$ cat config.mk
export PLATFORM = sky130hd
export DESIGN_NAME = cache_port_arbiter
export DESIGN_NICKNAME = d
export VERILOG_FILES = /design/src/rtl/cache_arb_pkg.sv /design/src/rtl/rr_arbiter2.sv /design/src/rtl/cache_port_arbiter.sv
export SDC_FILE = /design/constraint.sdc
export NUM_CORES = 1
export LEC_CHECK = 0
export CORE_ASPECT_RATIO = 1.25
export CORE_MARGIN = 4
export CORE_UTILIZATION = 37
export CTS_CLUSTER_DIAMETER = 50
export DETAILED_ROUTE_END_ITERATION = 12
export GPL_ROUTABILITY_DRIVEN = 0
export GPL_TIMING_DRIVEN = 0
export PLACE_DENSITY = 0.69
export SETUP_SLACK_MARGIN = 0.05
export SYNTH_ARGS = -nofsm -noshare
export SYNTH_HDL_FRONTEND = slang
export SYNTH_SLANG_ARGS = --single-unit
$ cat constraint.sdc
create_clock -name clk -period 2.72 [get_ports clk]
set_input_delay 0.272 -clock clk [delete_from_list [all_inputs] [get_ports clk]]
set_output_delay 0.272 -clock clk [all_outputs]
set_load 0.05 [all_outputs]
$ cat src/rtl/cache_arb_pkg.sv
// Shared types and constants for the two-port cache request arbiter.
package cache_arb_pkg;

    typedef enum logic [1:0] {
        StIdle  = 2'd0,
        StIssue = 2'd1,
        StResp  = 2'd2
    } state_e;

    localparam logic PORT_IFETCH = 1'b0;
    localparam logic PORT_LSU    = 1'b1;

endpackage

$ cat src/rtl/rr_arbiter2.sv
// Two-way round-robin pick: a sole requester wins, a tie goes to the port
// that did not win last time.
module rr_arbiter2
    import cache_arb_pkg::*;
(
    input  logic [1:0] valid,
    input  logic       last_grant,
    output logic       grant,
    output logic       any_grant
);

    always_comb begin
        any_grant = |valid;
        grant     = PORT_IFETCH;
        unique case (valid)
            2'b01:   grant = PORT_IFETCH;
            2'b10:   grant = PORT_LSU;
            2'b11:   grant = ~last_grant;
            default: grant = PORT_IFETCH;
        endcase
    end

endmodule

$ cat src/rtl/cache_port_arbiter.sv
// Shares the single Cache port between instruction fetch (port 0) and
// load/store (port 1); one access in flight, stall watchdog.
module cache_port_arbiter
    import cache_arb_pkg::*;
#(
    parameter int unsigned ADDR_W    = 10,
    parameter int unsigned DATA_W    = 32,
    parameter int unsigned STALL_MAX = 64
) (
    input  logic              clk,
    input  logic              reset,

    input  logic              req0_valid,
    input  logic              req0_we,
    input  logic [ADDR_W-1:0] req0_addr,
    input  logic [DATA_W-1:0] req0_wdata,
    output logic              req0_ready,
    output logic              rsp0_valid,
    output logic [DATA_W-1:0] rsp0_rdata,

    input  logic              req1_valid,
    input  logic              req1_we,
    input  logic [ADDR_W-1:0] req1_addr,
    input  logic [DATA_W-1:0] req1_wdata,
    output logic              req1_ready,
    output logic              rsp1_valid,
    output logic [DATA_W-1:0] rsp1_rdata,

    output logic              Mem_read,
    output logic              Mem_write,
    output logic [ADDR_W-1:0] Address,
    output logic [DATA_W-1:0] Data_in,
    input  logic              Stall,
    input  logic [DATA_W-1:0] Data_out,

    output logic              err
);

    localparam int unsigned     CNT_W      = $clog2(STALL_MAX + 1);
    localparam logic [CNT_W-1:0] CNT_MAX    = CNT_W'(STALL_MAX);
    localparam logic [CNT_W-1:0] CNT_MAX_M1 = CNT_W'(STALL_MAX - 1);
    localparam logic [CNT_W-1:0] CNT_ONE    = CNT_W'(1);

    state_e              state_q;
    logic                last_grant_q;
    logic                cmd_id_q;
    logic                cmd_we_q;
    logic [ADDR_W-1:0]   cmd_addr_q;
    logic [DATA_W-1:0]   cmd_wdata_q;
    logic                mem_read_q;
    logic                mem_write_q;
    logic [CNT_W-1:0]    stall_cnt_q;
    logic                err_q;
    logic                rsp0_valid_q;
    logic                rsp1_valid_q;
    logic [DATA_W-1:0]   rdata0_q;
    logic [DATA_W-1:0]   rdata1_q;

    logic                grant;
    logic                any_grant;
    logic                sel_we;
    logic [ADDR_W-1:0]   sel_addr;
    logic [DATA_W-1:0]   sel_wdata;
    logic [DATA_W-1:0]   cap_data;

    rr_arbiter2 u_rr (
        .valid      ({req1_valid, req0_valid}),
        .last_grant (last_grant_q),
        .grant      (grant),
        .any_grant  (any_grant)
    );

    always_comb begin
        sel_we    = (grant == PORT_LSU) ? req1_we    : req0_we;
        sel_addr  = (grant == PORT_LSU) ? req1_addr  : req0_addr;
        sel_wdata = (grant == PORT_LSU) ? req1_wdata : req0_wdata;
        cap_data  = cmd_we_q ? '0 : Data_out;
    end

    // Ready is combinational so the requester sees acceptance in the grant cycle.
    always_comb begin
        req0_ready = (state_q == StIdle) && any_grant && (grant == PORT_IFETCH);
        req1_ready = (state_q == StIdle) && any_grant && (grant == PORT_LSU);
    end

    always_ff @(posedge clk or negedge reset) begin
        if (!reset) begin
            state_q      <= StIdle;
            last_grant_q <= PORT_LSU;
            cmd_id_q     <= PORT_IFETCH;
            cmd_we_q     <= 1'b0;
            cmd_addr_q   <= '0;
            cmd_wdata_q  <= '0;
            mem_read_q   <= 1'b0;
            mem_write_q  <= 1'b0;
            stall_cnt_q  <= '0;
            err_q        <= 1'b0;
            rsp0_valid_q <= 1'b0;
            rsp1_valid_q <= 1'b0;
            rdata0_q     <= '0;
            rdata1_q     <= '0;
        end else begin
            rsp0_valid_q <= 1'b0;
            rsp1_valid_q <= 1'b0;
            unique case (state_q)
                StIdle: begin
                    if (any_grant) begin
                        cmd_id_q     <= grant;
                        cmd_we_q     <= sel_we;
                        cmd_addr_q   <= sel_addr;
                        cmd_wdata_q  <= sel_wdata;
                        last_grant_q <= grant;
                        mem_read_q   <= ~sel_we;
                        mem_write_q  <= sel_we;
                        state_q      <= StIssue;
                    end
                end
                StIssue: begin
                    if (!Stall) begin
                        mem_read_q  <= 1'b0;
                        mem_write_q <= 1'b0;
                        if (cmd_id_q == PORT_LSU) begin
                            rdata1_q     <= cap_data;
                            rsp1_valid_q <= 1'b1;
                        end else begin
                            rdata0_q     <= cap_data;
                            rsp0_valid_q <= 1'b1;
                        end
                        state_q <= StResp;
                    end else begin
                        if (stall_cnt_q != CNT_MAX) begin
                            stall_cnt_q <= stall_cnt_q + CNT_ONE;
                        end
                        // Flag raised on the edge that completes the STALL_MAX-th stall cycle.
                        if (stall_cnt_q == CNT_MAX_M1) begin
                            err_q <= 1'b1;
                        end
                    end
                end
                StResp: begin
                    stall_cnt_q <= '0;
                    state_q     <= StIdle;
                end
                default: state_q <= StIdle;
            endcase
        end
    end

    assign Mem_read   = mem_read_q;
    assign Mem_write  = mem_write_q;
    assign Address    = cmd_addr_q;
    assign Data_in    = cmd_wdata_q;
    assign rsp0_valid = rsp0_valid_q;
    assign rsp1_valid = rsp1_valid_q;
    assign rsp0_rdata = rdata0_q;
    assign rsp1_rdata = rdata1_q;
    assign err        = err_q;

endmodule

==> results.tsv <==
stage	metric	value	unit
status	status	finished, final reports clean	
die	die_x	116	µm
final_layout	area_growth_syn_to_layout	60.5	%
die	dieHeight	143	µm
yosys	synth_area_per_cell	11.3	µm²
timing	grt_setup_unrepaired	no	
detailed_routing	via_per_inst	5.15	
critical_path	cp_max_fo	10	
placed_design	io_buffer_count	235	
yosys	seq_area_frac_synth	0.574	
critical_path	r2r-start	state_q[0]$_DFFE_PN0P_	
detailed_routing	routed-via-count	4738	
detailed_routing	first_pass_iters	4	
grt	grt_pass1_wl	26400	µm
timing	fin_crit_sh	0.929	
timing	max_freq	0.396	GHz
final_layout	fin_nets	857	
clocking	htreeDepth	4	
placed_design	dp_cells	887	
critical_path	critical_path_arrival	2.25	ns
timing	hold_viol	0	
final_layout	utilization	0.615	
yosys	synth_cell_types	41	
grt	grt_max_degree	72	
timing	hold_ws	0.398	ns
critical_path	critical_path.endpoint_type	output pin	
run	drv_cap	0	
yosys	syn_inst	476	
placed_design	hpwl	13000	µm
pwr	total_power	11.7	mW
clocking	cts_root_buf	clkbuf_16	
placed_design	dp_slack	0.312	ns
timing	worst_pin_slew	0.567	ns
critical_path	cp-startpoint	state_q[0]$_DFFE_PN0P_	
final_layout	drive_gt1_frac	0.105	
clocking	clock_sinks	123	
pwr	leakagePower	3.69	nW
timing	setup_tns	0	ns
clocking	cts_buffer_depth	2	
die	start_util	0.383	
timing	layout_setup_ws	0.194	ns
clocking	cts_buffers	17	
die	ios	236	
yosys	async_flop_share	1.00	
critical_path	startpoint_type	flip-flop	
detailed_routing	drc	0	
critical_path	cp.required	2.45	ns
die	rows	48	
final_layout	fin_area	0.00860	mm²
detailed_routing	wirelength	17000	µm
pwr	powerDensity	1360	mW/mm²
timing	fin_crit	2.53	ns
yosys	synth_ff_type	dfrtp_1	
pwr	peakVddDrop	0.000756	V
clocking	path_clk_slew	0.05	ns
timing	drv_slew	0	
yosys	netlist_area	0.00536	mm²
detailed_routing	ant_nets	0	
grt	grt_pass1_vias	5188	
placed_design	post_dp_cell_area	0.00796	mm²
yosys	synth-warning-count	0	
die	fp.coreArea	0.0140	mm²
yosys	ys_ff_latch	123	
worst_hold_path	hold_path.class	primary input to async pin	
grt	grt_antenna_before_repair	0	
die	die_area	0.0165	mm²
yosys	synth_edf_count	0	
final_layout	diodes	0	
clocking	cts_tree	yes	
timing	finalSetupViolCount	0	
final_layout	nFillCells	1157	
timing	relSlewSlack	0.617	
detailed_routing	drt_iter0_drc	266	
grt	grt_use_total	0.205	
critical_path	crit_type	flip-flop to output pin	
yosys	syn_nets	601	
clocking	cts_setup_buffers	0	
detailed_routing	avgRoutedWirePerCell	18.5	µm
clocking	clock_latency	0.41	ns
final_layout	finalNonFillerCells	920	
timing	finClkSkew	0.00516	ns
grt	grt.overflow.total	0	
-- metal layers --
layer | vias up | GRT usage | routed length, µm
met5 | - | 0 | 0
met2 | 213 | 0.355 | 8420
met4 | 0 | 0.0605 | 218
met3 | 16 | 0.0829 | 1750
met1 | 2277 | 0.233 | 6610
li1 | 2232 | - | -
-- where the power goes --
| part | total [mW] | internal (mW) | switching, mW |
|---|---|---|---|
| registers | 3.07 | 2.60 | 0.472 |
| logic | 6.27 | 2.24 | 4.03 |
| clock network | 2.39 | 1.56 | 0.834 |
| total | 11.7 | 6.39 | 5.34 |
-- synth_stat cells, types with 2 or more instances --
master	instances	area, µm²
o31ai_1	2	15.0
inv_1	6	22.5
buf_4	2	15.0
a21boi_0	42	315
ha_1	2	25.0
nand2b_1	34	213
o21ai_0	31	155
buf_6	10	113
and2_1	2	12.5
nand2_1	73	274
o21ai_1	20	100
nor2b_1	3	18.8
clkbuf_1	19	71.3
a21oi_1	6	30.0
o221ai_1	2	17.5
a21o_1	3	22.5
o21ai_2	17	149
a221o_1	44	440
or3_1	4	25.0
and3_1	2	12.5
buf_2	9	45.0
dfrtp_1	122	3050
or4_1	2	15.0
a221oi_1	2	17.5
-- cells in the final DEF, fill, tap and decap left out, types with 9 or more instances in the layout --
master	n
o21ai_0	31
clkbuf_16	17
o21ai_2	17
buf_2	9
o21ai_1	20
a21boi_0	42
nand2_1	73
a221o_1	44
clkbuf_1	19
nand2b_1	34
dfrtp_1	122
clkdlybuf4s50_1	232
buf_6	11
-- worst paths after layout --
| path | slack (ns) | cells after the start | endpoint |
|---|---|---|---|
| worst max-delay path | 0.19 | 6 | req0_ready |
| worst min-delay path | 0.40 | 2 | rsp1_rdata[10]$_DFFE_PN0P_ |
| worst max register to register | 0.98 | 5 | Data_in[9]$_DFFE_PN0P_ |
| worst min register to register | 0.47 | 1 | err$_DFFE_PN0P_ |
| max in group asynchronous | 1.58 | 3 | last_grant_q$_DFFE_PN1P_ |
| min in group clk | 0.45 | 3 | rsp0_rdata[31]$_DFFE_PN0P_ |
-- worst max-delay path: stages, from the launching register on --
cell             delay (ns)
dfrtp_1                0.36
buf_4                  0.17
nor2_4                 0.24
and3_1                 0.18
buf_2                  0.21
buf_6                  0.17
clkdlybuf4s15_1        0.51
-- layout make-up --
class | instances | area (µm²) | area share
sequential | 123 | 3080 | 0.358
timing repair buffer | 237 | 2390 | 0.278
multi-input combinational | 307 | 2020 | 0.234
clock buffer | 18 | 439 | 0.0510
buffer | 40 | 244 | 0.0284
tap | 175 | 219 | 0.0254
clock inverter | 14 | 195 | 0.0227
inverter | 6 | 22.5 | 0.00262
-- cells by family (layout without fill, tap and decap cells) --
group                    count (synthesis)  in the layout  synth area share
AO/OA/AOI/OAI                          171            171             0.240
AND/OR/NAND/NOR                        133            133             0.130
flip-flops                             123            123             0.574
buffers and inverters                   46            315            0.0497
adder cells (fa/ha/maj)                  2              2           0.00467
XOR/XNOR                                 1              1           0.00163
-- timing repair --
item	CTS	global route
resized for setup	2	1
hold endpoints to repair	52	0
endpoints found under the setup margin	2	1
hold buffers	1	0
-- state kept, by name, summed over array words and instances (netlist names), 2 cells and up --
name / cells
Data_in: 32
rsp0_rdata: 32
stall_cnt_q: 7
state_q: 2
rsp1_rdata: 32
Address: 10
(Power assumes the default switching activity.)
